<file path="config.mk">
export PLATFORM = sky130hd
export DESIGN_NAME = csr_access_ctrl_flat
export DESIGN_NICKNAME = d
export VERILOG_FILES = /design/src/rtl/csr_pkg.sv /design/src/rtl/csr_access_ctrl_if.sv /design/src/rtl/csr_alu.sv /design/src/rtl/csr_access_ctrl.sv /design/src/flat_wrapper.sv
export SDC_FILE = /design/constraint.sdc
export NUM_CORES = 1
export LEC_CHECK = 0
export BUFFER_PORTS_ARGS = -buffer_cell sky130_fd_sc_hd__buf_2
export CAP_MARGIN = 5
export CORE_MARGIN = 4
export CORE_UTILIZATION = 51
export DETAILED_ROUTE_END_ITERATION = 6
export GPL_TIMING_DRIVEN = 0
export PLACE_DENSITY = 0.81
export SLEW_MARGIN = 25
export SYNTH_ARGS = -nofsm -noshare
export SYNTH_HDL_FRONTEND = slang
export SYNTH_HIERARCHICAL = 1
export SYNTH_SLANG_ARGS = --single-unit
</file>
<file path="constraint.sdc">
create_clock -name clk_i -period 2 [get_ports clk_i]
set_input_delay 0.1 -clock clk_i [delete_from_list [all_inputs] [get_ports clk_i]]
set_output_delay 0.1 -clock clk_i [all_outputs]
set_load 0.05 [all_outputs]
</file>
<file path="src/rtl/csr_pkg.sv">
// ---------------------------------------------------------------------------
// csr_pkg
//   Shared definitions for the CSR access controller:
//     - default address/data widths
//     - Zicsr funct3 op-codes
//     - well-known read-only counter CSR addresses
//     - controller state encoding
//     - csr_op_valid(): funct3 legality helper
// ---------------------------------------------------------------------------
package csr_pkg;

    localparam int CSR_ADDR_W = 12;
    localparam int CSR_DATA_W = 32;

    localparam logic [2:0] CSR_OP_RW  = 3'b001;
    localparam logic [2:0] CSR_OP_RS  = 3'b010;
    localparam logic [2:0] CSR_OP_RC  = 3'b011;
    localparam logic [2:0] CSR_OP_RWI = 3'b101;
    localparam logic [2:0] CSR_OP_RSI = 3'b110;
    localparam logic [2:0] CSR_OP_RCI = 3'b111;

    localparam logic [11:0] CSR_CYCLE    = 12'hC00;
    localparam logic [11:0] CSR_INSTRET  = 12'hC02;
    localparam logic [11:0] CSR_CYCLEH   = 12'hC80;
    localparam logic [11:0] CSR_INSTRETH = 12'hC82;

    typedef enum logic [1:0] {
        ST_IDLE = 2'd0,
        ST_READ = 2'd1,
        ST_EXEC = 2'd2,
        ST_RESP = 2'd3
    } csr_state_e;

    // funct3 000 and 100 are the only non-Zicsr encodings; both have op[1:0]==0.
    function automatic logic csr_op_valid(input logic [2:0] op);
        return op[1:0] != 2'b00;
    endfunction

endpackage

</file>
<file path="src/rtl/csr_access_ctrl_if.sv">
// ---------------------------------------------------------------------------
// csr_access_ctrl_if
//   Bundles the requester handshake, the response strobe and the CSR
//   register-file read/write port of csr_access_ctrl.
//   Modports:
//     slave  - the controller (csr_access_ctrl)
//     master - its environment (execute stage + register file)
//   Optional: CSR_DEBUG_PORT_EN adds the dbg_* requester signals.
// ---------------------------------------------------------------------------
interface csr_access_ctrl_if
    import csr_pkg::*;
#(
    parameter int ADDR_W = CSR_ADDR_W,
    parameter int DATA_W = CSR_DATA_W
) ();

    logic              req_valid_i;
    logic              req_ready_o;
    logic [2:0]        req_op_i;
    logic [ADDR_W-1:0] req_addr_i;
    logic [DATA_W-1:0] req_src_i;
    logic              req_srcZero_i;

    logic              rsp_valid_o;
    logic [DATA_W-1:0] rsp_rdata_o;
    logic              rsp_illegal_o;

    logic [ADDR_W-1:0] csrRaddr_o;
    logic [DATA_W-1:0] csrRData_i;
    logic [ADDR_W-1:0] csrWaddr_o;
    logic [DATA_W-1:0] csrWData_o;
    logic              csrWe_o;

`ifdef CSR_DEBUG_PORT_EN
    logic              dbg_req_valid_i;
    logic              dbg_req_ready_o;
    logic              dbg_we_i;
    logic [ADDR_W-1:0] dbg_addr_i;
    logic [DATA_W-1:0] dbg_wdata_i;
    logic              dbg_rsp_valid_o;
    logic [DATA_W-1:0] dbg_rdata_o;
`endif

    modport slave (
`ifdef CSR_DEBUG_PORT_EN
        input  dbg_req_valid_i, dbg_we_i, dbg_addr_i, dbg_wdata_i,
        output dbg_req_ready_o, dbg_rsp_valid_o, dbg_rdata_o,
`endif
        input  req_valid_i, req_op_i, req_addr_i, req_src_i, req_srcZero_i,
        output req_ready_o,
        output rsp_valid_o, rsp_rdata_o, rsp_illegal_o,
        output csrRaddr_o, csrWaddr_o, csrWData_o, csrWe_o,
        input  csrRData_i
    );

    modport master (
`ifdef CSR_DEBUG_PORT_EN
        output dbg_req_valid_i, dbg_we_i, dbg_addr_i, dbg_wdata_i,
        input  dbg_req_ready_o, dbg_rsp_valid_o, dbg_rdata_o,
`endif
        output req_valid_i, req_op_i, req_addr_i, req_src_i, req_srcZero_i,
        input  req_ready_o,
        input  rsp_valid_o, rsp_rdata_o, rsp_illegal_o,
        input  csrRaddr_o, csrWaddr_o, csrWData_o, csrWe_o,
        output csrRData_i
    );

endinterface

</file>
<file path="src/rtl/csr_alu.sv">
// ---------------------------------------------------------------------------
// csr_alu
//   Combinational read-modify-write core for one Zicsr instruction.
//   Ports:
//     op_i        funct3 of the instruction
//     old_i       current CSR value
//     src_i       rs1 value or zero-extended zimm
//     src_zero_i  rs1 index / zimm field is zero
//     addr_i      CSR address
//     new_o       value to write back
//     we_o        write is enabled and legal
//     illegal_o   illegal-instruction condition
// ---------------------------------------------------------------------------
module csr_alu
    import csr_pkg::*;
#(
    parameter int ADDR_W = CSR_ADDR_W,
    parameter int DATA_W = CSR_DATA_W
) (
    input  logic [2:0]        op_i,
    input  logic [DATA_W-1:0] old_i,
    input  logic [DATA_W-1:0] src_i,
    input  logic              src_zero_i,
    input  logic [ADDR_W-1:0] addr_i,
    output logic [DATA_W-1:0] new_o,
    output logic              we_o,
    output logic              illegal_o
);

    logic wr_en;
    logic read_only;
    logic unused_addr_bits;

    // Register and immediate forms share op[1:0]; op[2] only picks the source upstream.
    always_comb begin
        new_o = old_i;
        case (op_i[1:0])
            CSR_OP_RW[1:0]: new_o = src_i;
            CSR_OP_RS[1:0]: new_o = old_i | src_i;
            CSR_OP_RC[1:0]: new_o = old_i & ~src_i;
            default:        new_o = old_i;
        endcase
    end

    // Set/clear with a zero source is a pure read, so it may target read-only space.
    assign wr_en     = (op_i[1:0] == CSR_OP_RW[1:0]) || !src_zero_i;
    assign read_only = (addr_i[ADDR_W-1 -: 2] == CSR_CYCLE[11:10]);
    assign illegal_o = !csr_op_valid(op_i) || (wr_en && read_only);
    assign we_o      = wr_en && !illegal_o;

    assign unused_addr_bits = ^addr_i[ADDR_W-3:0];

endmodule

</file>
<file path="src/rtl/csr_access_ctrl.sv">
// ---------------------------------------------------------------------------
// csr_access_ctrl
//   Sequences Zicsr instructions against a single-read/single-write CSR
//   register file: read old value, write the modified value, respond.
//   Ports:
//     clk_i     clock
//     reset_ni  asynchronous active-low reset
//     bus       csr_access_ctrl_if.slave (request, response, reg-file port)
//   Optional feature macro: CSR_DEBUG_PORT_EN adds a round-robin arbitrated
//   debug requester (plain read / plain write).
//
//   state   | meaning
//   --------+-----------------------------------------------------------
//   IDLE    | ready for a request; arbitration happens here
//   READ    | csrRaddr_o = latched address, old value captured at cycle end
//   EXEC    | write strobe issued when enabled and legal
//   RESP    | one-cycle response to the granted requester
// ---------------------------------------------------------------------------
module csr_access_ctrl
    import csr_pkg::*;
#(
    parameter int ADDR_W = CSR_ADDR_W,
    parameter int DATA_W = CSR_DATA_W
) (
    input  logic             clk_i,
    input  logic             reset_ni,
    csr_access_ctrl_if.slave bus
);

    csr_state_e        state_q, state_d;
    logic [2:0]        op_q, op_d;
    logic [ADDR_W-1:0] addr_q, addr_d;
    logic [DATA_W-1:0] src_q, src_d;
    logic              src_zero_q, src_zero_d;
    logic [DATA_W-1:0] old_q, old_d;

    logic              st_idle, st_exec, st_resp;
    logic              grant_pipe, pipe_accept;
    logic [DATA_W-1:0] alu_new;
    logic              alu_we, alu_illegal;

`ifdef CSR_DEBUG_PORT_EN
    localparam logic GNT_PIPE = 1'b0;
    localparam logic GNT_DBG  = 1'b1;

    logic last_grant_q, last_grant_d;
    logic dbg_side_q, dbg_side_d;
    logic grant_dbg, dbg_accept;
`endif

    assign st_idle = (state_q == ST_IDLE);
    assign st_exec = (state_q == ST_EXEC);
    assign st_resp = (state_q == ST_RESP);

`ifdef CSR_DEBUG_PORT_EN
    // Debug wins when alone, or on a tie when the pipeline had the last grant.
    assign grant_dbg  = bus.dbg_req_valid_i && (!bus.req_valid_i || (last_grant_q == GNT_PIPE));
    assign grant_pipe = !grant_dbg;
    assign dbg_accept = st_idle && grant_dbg;
    assign bus.dbg_req_ready_o = st_idle && grant_dbg;
`else
    assign grant_pipe = 1'b1;
`endif

    assign bus.req_ready_o = st_idle && grant_pipe;
    assign pipe_accept     = bus.req_valid_i && bus.req_ready_o;

    csr_alu #(
        .ADDR_W (ADDR_W),
        .DATA_W (DATA_W)
    ) u_alu (
        .op_i       (op_q),
        .old_i      (old_q),
        .src_i      (src_q),
        .src_zero_i (src_zero_q),
        .addr_i     (addr_q),
        .new_o      (alu_new),
        .we_o       (alu_we),
        .illegal_o  (alu_illegal)
    );

    always_comb begin
        state_d    = state_q;
        op_d       = op_q;
        addr_d     = addr_q;
        src_d      = src_q;
        src_zero_d = src_zero_q;
        old_d      = old_q;
`ifdef CSR_DEBUG_PORT_EN
        last_grant_d = last_grant_q;
        dbg_side_d   = dbg_side_q;
`endif
        case (state_q)
            ST_IDLE: begin
                if (pipe_accept) begin
                    op_d       = bus.req_op_i;
                    addr_d     = bus.req_addr_i;
                    src_d      = bus.req_src_i;
                    src_zero_d = bus.req_srcZero_i;
                    state_d    = ST_READ;
`ifdef CSR_DEBUG_PORT_EN
                    last_grant_d = GNT_PIPE;
                    dbg_side_d   = 1'b0;
`endif
                end
`ifdef CSR_DEBUG_PORT_EN
                else if (dbg_accept) begin
                    // Debug write behaves as CSRRW; debug read as a zero-source CSRRS.
                    op_d         = bus.dbg_we_i ? CSR_OP_RW : CSR_OP_RS;
                    addr_d       = bus.dbg_addr_i;
                    src_d        = bus.dbg_wdata_i;
                    src_zero_d   = !bus.dbg_we_i;
                    last_grant_d = GNT_DBG;
                    dbg_side_d   = 1'b1;
                    state_d      = ST_READ;
                end
`endif
            end
            ST_READ: begin
                old_d   = bus.csrRData_i;
                state_d = ST_EXEC;
            end
            ST_EXEC: state_d = ST_RESP;
            ST_RESP: state_d = ST_IDLE;
            default: state_d = ST_IDLE;
        endcase
    end

    always_ff @(posedge clk_i or negedge reset_ni) begin
        if (!reset_ni) begin
            state_q    <= ST_IDLE;
            op_q       <= '0;
            addr_q     <= '0;
            src_q      <= '0;
            src_zero_q <= 1'b0;
            old_q      <= '0;
`ifdef CSR_DEBUG_PORT_EN
            last_grant_q <= GNT_DBG;
            dbg_side_q   <= 1'b0;
`endif
        end else begin
            state_q    <= state_d;
            op_q       <= op_d;
            addr_q     <= addr_d;
            src_q      <= src_d;
            src_zero_q <= src_zero_d;
            old_q      <= old_d;
`ifdef CSR_DEBUG_PORT_EN
            last_grant_q <= last_grant_d;
            dbg_side_q   <= dbg_side_d;
`endif
        end
    end

    assign bus.csrRaddr_o = addr_q;
    assign bus.csrWaddr_o = addr_q;
    assign bus.csrWData_o = st_exec ? alu_new : '0;
    assign bus.csrWe_o    = st_exec && alu_we;

`ifdef CSR_DEBUG_PORT_EN
    // Illegal debug writes are dropped by the ALU but still return the old value.
    assign bus.rsp_valid_o     = st_resp && !dbg_side_q;
    assign bus.rsp_illegal_o   = st_resp && !dbg_side_q && alu_illegal;
    assign bus.rsp_rdata_o     = (st_resp && !dbg_side_q && !alu_illegal) ? old_q : '0;
    assign bus.dbg_rsp_valid_o = st_resp && dbg_side_q;
    assign bus.dbg_rdata_o     = (st_resp && dbg_side_q) ? old_q : '0;
`else
    assign bus.rsp_valid_o   = st_resp;
    assign bus.rsp_illegal_o = st_resp && alu_illegal;
    assign bus.rsp_rdata_o   = (st_resp && !alu_illegal) ? old_q : '0;
`endif

endmodule

</file>
<file path="src/flat_wrapper.sv">
// flat-port wrapper written by rule: the top's interface ports become plain ports
module csr_access_ctrl_flat import csr_pkg::*;
#(
    parameter int ADDR_W = CSR_ADDR_W,
    parameter int DATA_W = CSR_DATA_W
)
  (clk_i, reset_ni, bus_req_valid_i, bus_req_op_i, bus_req_addr_i, bus_req_src_i, bus_req_srcZero_i, bus_req_ready_o, bus_rsp_valid_o, bus_rsp_rdata_o, bus_rsp_illegal_o, bus_csrRaddr_o, bus_csrWaddr_o, bus_csrWData_o, bus_csrWe_o, bus_csrRData_i);
  csr_access_ctrl_if #(.ADDR_W(ADDR_W), .DATA_W(DATA_W)) bus_i ();
  input  logic clk_i;
  input  logic reset_ni;
  input wire logic [$bits(bus_i.req_valid_i)-1:0] bus_req_valid_i;
  input wire logic [$bits(bus_i.req_op_i)-1:0] bus_req_op_i;
  input wire logic [$bits(bus_i.req_addr_i)-1:0] bus_req_addr_i;
  input wire logic [$bits(bus_i.req_src_i)-1:0] bus_req_src_i;
  input wire logic [$bits(bus_i.req_srcZero_i)-1:0] bus_req_srcZero_i;
  output wire logic [$bits(bus_i.req_ready_o)-1:0] bus_req_ready_o;
  output wire logic [$bits(bus_i.rsp_valid_o)-1:0] bus_rsp_valid_o;
  output wire logic [$bits(bus_i.rsp_rdata_o)-1:0] bus_rsp_rdata_o;
  output wire logic [$bits(bus_i.rsp_illegal_o)-1:0] bus_rsp_illegal_o;
  output wire logic [$bits(bus_i.csrRaddr_o)-1:0] bus_csrRaddr_o;
  output wire logic [$bits(bus_i.csrWaddr_o)-1:0] bus_csrWaddr_o;
  output wire logic [$bits(bus_i.csrWData_o)-1:0] bus_csrWData_o;
  output wire logic [$bits(bus_i.csrWe_o)-1:0] bus_csrWe_o;
  input wire logic [$bits(bus_i.csrRData_i)-1:0] bus_csrRData_i;
  assign bus_i.req_valid_i = bus_req_valid_i;
  assign bus_i.req_op_i = bus_req_op_i;
  assign bus_i.req_addr_i = bus_req_addr_i;
  assign bus_i.req_src_i = bus_req_src_i;
  assign bus_i.req_srcZero_i = bus_req_srcZero_i;
  assign bus_req_ready_o = bus_i.req_ready_o;
  assign bus_rsp_valid_o = bus_i.rsp_valid_o;
  assign bus_rsp_rdata_o = bus_i.rsp_rdata_o;
  assign bus_rsp_illegal_o = bus_i.rsp_illegal_o;
  assign bus_csrRaddr_o = bus_i.csrRaddr_o;
  assign bus_csrWaddr_o = bus_i.csrWaddr_o;
  assign bus_csrWData_o = bus_i.csrWData_o;
  assign bus_csrWe_o = bus_i.csrWe_o;
  assign bus_i.csrRData_i = bus_csrRData_i;
  csr_access_ctrl #(.ADDR_W(ADDR_W), .DATA_W(DATA_W)) u_core (.clk_i(clk_i), .reset_ni(reset_ni), .bus(bus_i));
endmodule
</file>
==> results of run 1 <==
sequential cells by signal, summed over array words and instances, names as in the netlist:
register,flops
u_core/bus.csrRaddr_o,12
u_core/old_q,32
u_core/op_q,2
u_core/src_q,32
u_core/src_zero_q,1
u_core/state_q,2
placed cells by master (no fill, tap or decap), types with 4 or more instances in the layout:
master         count
a21bo_1            4
a21bo_2           28
a22oi_1           26
a22oi_2            6
and2_1            23
and2_4            43
buf_12             4
buf_2            114
buf_4             25
buf_6             40
buf_8             31
clkbuf_16          5
clkbuf_2           4
clkbuf_8          12
dfrtp_1           81
dlygate4sd3_1     76
mux2_2            58
mux2_4            20
mux2i_1           32
nand2b_1          13
or2b_1            20
worst paths after layout:
path | startpoint | end | slack, ns | cells past startpoint
worst min-delay path | bus_csrRData_i[0] | u_core/old_q[0]$_DFFE_PN0N_ | 0.02 | 2
worst max-delay path | u_core/op_q[0]$_DFFE_PN0P_ | bus_rsp_rdata_o[22] | -0.09 | 9
worst min register to register | u_core/op_q[1]$_DFFE_PN0P_ | u_core/op_q[1]$_DFFE_PN0P_ | 0.52 | 1
max in group asynchronous | reset_ni | u_core/src_q[12]$_DFFE_PN0P_ | 1.11 | 3
min in group asynchronous | reset_ni | u_core/old_q[25]$_DFFE_PN0N_ | 0.26 | 2
worst max register to register | u_core/state_q[0]$_DFFE_PN0P_ | u_core/src_q[25]$_DFFE_PN0P_ | 0.26 | 6
layer usage:
metal | share of wire (%) | up-vias | global-route usage [%]
li1 | - | 1983 | -
met1 | 36 | 2217 | 30.98
met2 | 56 | 165 | 51.12
met3 | 5.6 | 37 | 5.659
met4 | 2.3 | 0 | 7.671
met5 | 0 | - | 0
final cells by class:
type                    instances  area (um^2)
multi-input cells             289         2756
repair buffers                264         2327
flip-flops and latches         81         2027
fillers                       493         1463
plain buffers                  41        412.9
well taps                     129        161.4
clock buffers                  10        127.6
clock inverters                 5        81.33
inverters                       3        15.01
power by group:
| group | total [mW] | internal, mW | switching [mW] |
|---|---|---|---|
| Sequential | 3.38 | 2.50 | 0.886 |
| Clock | 1.31 | 0.698 | 0.608 |
| Combinational | 11.0 | 5.13 | 5.91 |
| Total | 15.7 | 8.33 | 7.40 |
what timing repair did:
| item | CTS | global route |
|---|---|---|
| hold endpoints to repair | 103 | 0 |
| gates cloned | 2 | 4 |
| buffers inserted | 4 | 5 |
| hold buffers | 76 | 0 |
| pin swaps | 1 | 11 |
| gates resized for setup | 142 | 108 |
| endpoints found under the setup margin | 63 | 64 |
==> results.sh, run 1 <==
export IMPL_min_path_type="in2reg"
export IMPL_dpl_worst_slack_ns=-0.3889
export IMPL_die_h_um=106.6
export IMPL_min_period_ns=2.094
export IMPL_cts_tree="built"
export IMPL_tightest_slew_ns=0.4349
export IMPL_htreeDepth=3
export IMPL_final_area_um2=7909
export IMPL_clock_latency_ns=0.34
export IMPL_relSlewSlack_pct=71.01
export IMPL_grt_antenna_before_repair=0
export IMPL_syn_nets=501
export IMPL_wire_per_inst_um=20.62
export IMPL_hold_viol=0
export IMPL_setup_ws_ns=-0.09375
export IMPL_num_rows=35
export IMPL_cp_arrival_ns=1.99
export IMPL_die_x_um=106.6
export IMPL_hpwl_mm=9.361
export IMPL_drive_gt1_share_pct=58.01
export IMPL_path_buf_inv=5
export IMPL_ant_nets=0
export IMPL_drt_pass1_iterations=4
export IMPL_numCtsBuffers=9
export IMPL_grt_overflow=0
export IMPL_die_area_um2=11370
export IMPL_rsz0062_at_grt="yes"
export IMPL_cp_required_ns=1.90
export IMPL_drtIter0Drc=162
export IMPL_coreArea_um2=9371
export IMPL_boundaryPins=175
export IMPL_placed_area_um2=6018
export IMPL_place_gp_congestion=0.7860
export IMPL_num_vias=4402
export IMPL_slew_viol_final=0
export IMPL_finClkSkew_ns=0.007269
export IMPL_status="finished with violations"
export IMPL_vdd_drop_max_v=0.001251
export IMPL_cap_violations=0
export IMPL_crit_path_start_kind="flop"
export IMPL_drt_wl_total_mm=16.95
export IMPL_cts_buffer_depth=2
export IMPL_cp_max_fo=7
export IMPL_crit_type="reg2out"
export IMPL_io_buffers=173
export IMPL_timing_hold_ws_ns=0.02083
export IMPL_syn_area_um2=4961
export IMPL_finalSetupViolations=34
export IMPL_fmax_mhz=477.6
export IMPL_cp_common_cell="buf_8"
export IMPL_critical_path_top_delay_family="buffers and inverters"
export IMPL_syn_avg_cell_area_um2=11.98
export IMPL_slowest_delay_ns=0.40
export IMPL_grt_pass1_vias=4773
export IMPL_ys_warn_count=6
export IMPL_n_antenna_cell=0
export IMPL_routed_via_density=5.355
export IMPL_cts_root_buf="clkbuf_8"
export IMPL_fin_setup_tns_ns=-2.301
export IMPL_syn_inst=414
export IMPL_violations="negative setup slack"
export IMPL_fin_nets=776
export IMPL_power_mw=15.72
export IMPL_areaGrowthSynthToFinish_pct=59.42
export IMPL_cts_sinks=81
export IMPL_dp_cells=717
export IMPL_start_util_pct=52.94
export IMPL_track_usage_pct=27.20
export IMPL_route_detailed_drc=0
export IMPL_path_cells="buf_12 -> buf_8 -> a21boi_2 -> o22ai_2 -> nor2b_2 -> buf_6 -> clkbuf_8 -> and2_4 -> buf_8"
export IMPL_p_leak_nw=3.870
export IMPL_final_util_pct=84.39
export IMPL_clkSlewWorstSetupHoldPaths_ns=0.08
export IMPL_final_cells=822
export IMPL_slowest_stage="dfrtp_1"
export IMPL_powerDensity_nw_per_um2=1988
export IMPL_grt_max_degree=54
export IMPL_cp_end_kind="output pin"
export IMPL_grt_pass1_wl_mm=24.40
export IMPL_post_route_period_util_pct=104.7
No activity file was read; power rests on OpenSTA's default activity.
==> inputs of run 2 (changes only) <==
ABC_AREA = 1   (was not set)
CORE_MARGIN = 2   (was 4)
CORE_UTILIZATION = 49   (was 51)
PLACE_DENSITY = 0.8   (was 0.81)
clock period = 2.1 ns   (was 2 ns; I/O delays follow)
==> run 2 against run 1 <==
  * The flow now finishes without violations
  * Synthesized cell count grew 53%
  * Worst hold slack lost 0.013 ns
  * Sequential share of layout area rose by 5.5 points
  * Worst setup slack improved by 0.13 ns
  * Die area down 13%
  * Core utilization fell by 11 points
  * Via count increased by 11%
  * Sequential cell count unchanged
  * Critical path depth rose by 1
==> results.sh, run 2 <==
export IMPL_htreeDepth=3
export IMPL_route_detailed_drc=0
export IMPL_ys_warn_count=6
export IMPL_cts_tree="built"
export IMPL_relSlewSlack_pct=59.93
export IMPL_worstHoldStart="bus_req_addr_i[10]"
export IMPL_post_route_period_util_pct=98.33
export IMPL_coreArea_um2=8806
export IMPL_setup_ws_ns=0.03509
export IMPL_tightest_slew_ns=0.6010
export IMPL_boundaryPins=175
export IMPL_areaGrowthSynthToFinish_pct=45.24
export IMPL_drt_wl_total_mm=13.89
export IMPL_cts_buffer_depth=2
export IMPL_rsz0062_at_grt="yes"
export IMPL_die_area_um2=9919
export IMPL_rr_worst_depth=5
export IMPL_routed_via_density=4.971
export IMPL_dpl_worst_slack_ns=0.2182
export IMPL_setup_worst_path_start="u_core/op_q[1]$_DFFE_PN0P_"
export IMPL_cp_end_kind="output pin"
export IMPL_post_cts_setup_buffers=0
export IMPL_io_buffers=172
export IMPL_finalSetupViolations=0
export IMPL_timing_hold_ws_ns=0.007938
export IMPL_grt_overflow=0
export IMPL_status="complete, no violations"
export IMPL_cp_arrival_ns=1.96
export IMPL_layout_common_cells="235 x nand2_1, 157 x buf_2, 114 x nand3_1"
export IMPL_slew_viol_final=0
export IMPL_drt_pass1_iterations=6
export IMPL_min_path_cells=3
export IMPL_syn_avg_cell_area_um2=7.063
export IMPL_clock_latency_ns=0.34
export IMPL_min_path_type="in2reg"
export IMPL_num_rows=34
export IMPL_wire_per_inst_um=14.09
export IMPL_syn_area_um2=4478
export IMPL_clkSlewWorstSetupHoldPaths_ns=0.08
export IMPL_layout_commonest_cell="nand2_1"
export IMPL_fin_nets=960
export IMPL_place_gp_congestion=0.8576
export IMPL_min_period_ns=2.065
export IMPL_crit_path_start_kind="flop"
export IMPL_r2r_start="u_core/state_q[1]$_DFFE_PN0P_"
export IMPL_cts_sinks=81
export IMPL_ant_nets=0
export IMPL_n_antenna_cell=0
export IMPL_vdd_drop_max_v=0.001153
export IMPL_grt_max_degree=46
export IMPL_hpwl_mm=9.255
export IMPL_p_leak_nw=3.854
export IMPL_final_util_pct=73.86
export IMPL_numCtsBuffers=9
export IMPL_crit_type="reg2out"
export IMPL_die_h_um=99.60
export IMPL_grt_pass1_wl_mm=22.14
export IMPL_powerDensity_nw_per_um2=1694
export IMPL_cap_violations=0
export IMPL_drtIter0Drc=285
export IMPL_num_vias=4901
export IMPL_syn_inst=634
export IMPL_syn_nets=721
export IMPL_finClkSkew_ns=0.006904
export IMPL_fmax_mhz=484.3
export IMPL_die_x_um=99.60
export IMPL_cp_required_ns=2.00
export IMPL_drive_gt1_share_pct=29.84
export IMPL_start_util_pct=50.85
export IMPL_cp_max_fo=10
export IMPL_grt_antenna_before_repair=0
export IMPL_track_usage_pct=28.08
export IMPL_grt_pass1_vias=4856
export IMPL_cts_root_buf="clkbuf_8"
export IMPL_hold_viol=0
[run 2: cell type report]
| cell class | count | area, um^2 |
|---|---|---|
| plain buffers | 56 | 397.9 |
| clock buffers | 11 | 141.4 |
| clock inverters | 5 | 55.05 |
| fillers | 694 | 2302 |
| inverters | 76 | 285.3 |
| multi-input cells | 421 | 1866 |
| flip-flops and latches | 81 | 2027 |
| well taps | 108 | 135.1 |
| repair buffers | 228 | 1597 |
[run 2: final timing paths]
kind | end | slack (ns)
setup / recovery | bus_rsp_rdata_o[11] | 0.04
hold / removal | u_core/bus.csrRaddr_o[10]$_DFFE_PN0P_ | 0.008
setup reg to reg | u_core/old_q[15]$_DFFE_PN0N_ | 0.48
hold reg to reg | u_core/op_q[1]$_DFFE_PN0P_ | 0.48
max in group asynchronous | u_core/src_q[15]$_DFFE_PN0P_ | 1.16
min in group asynchronous | u_core/state_q[1]$_DFFE_PN0P_ | 0.32
[run 2: critical path, cell delays in order (launching register included)]
cell and delay (ns):
dfrtp_1 0.35, buf_4 0.16, inv_2 0.07, nand2_4 0.11, buf_8 0.14, nand2_1 0.08
inv_1 0.10, nand2_4 0.09, buf_6 0.16, nor2_1 0.16, buf_6 0.19
[run 2: layer usage]
layer,track usage (%),vias up,part of all wire [%]
met1,35.23,2269,42
met2,49.69,192,51
met4,10.43,0,2.3
met3,3.443,29,5.1
met5,0,-,0
li1,-,2411,-
[run 2: stage by stage]
stage	cells	setup TNS, ns	cell area [um^2]	power, mW
floorplan	634	0	4478	7.828
global placement	914	0	5474	9.235
detailed placement	915	0	5497	9.405
CTS	986	0	6350	10.79
global route	986	-0.07296	6504	11.79
finish	986	0	6504	11.02
[run 2: timing repair]
item / in CTS / in global routing
hold buffers: 55 / 0
hold endpoints to repair: 98 / 0
endpoints found under the setup margin: 30 / 59
resized for setup: 40 / 47
[run 2: report_power, final]
group,total (mW),switching (mW),internal [mW],leakage [nW]
Combinational,7.00,4.93,2.07,2.76
Sequential,2.87,0.549,2.32,1.00
Clock,1.15,0.573,0.579,0.0953
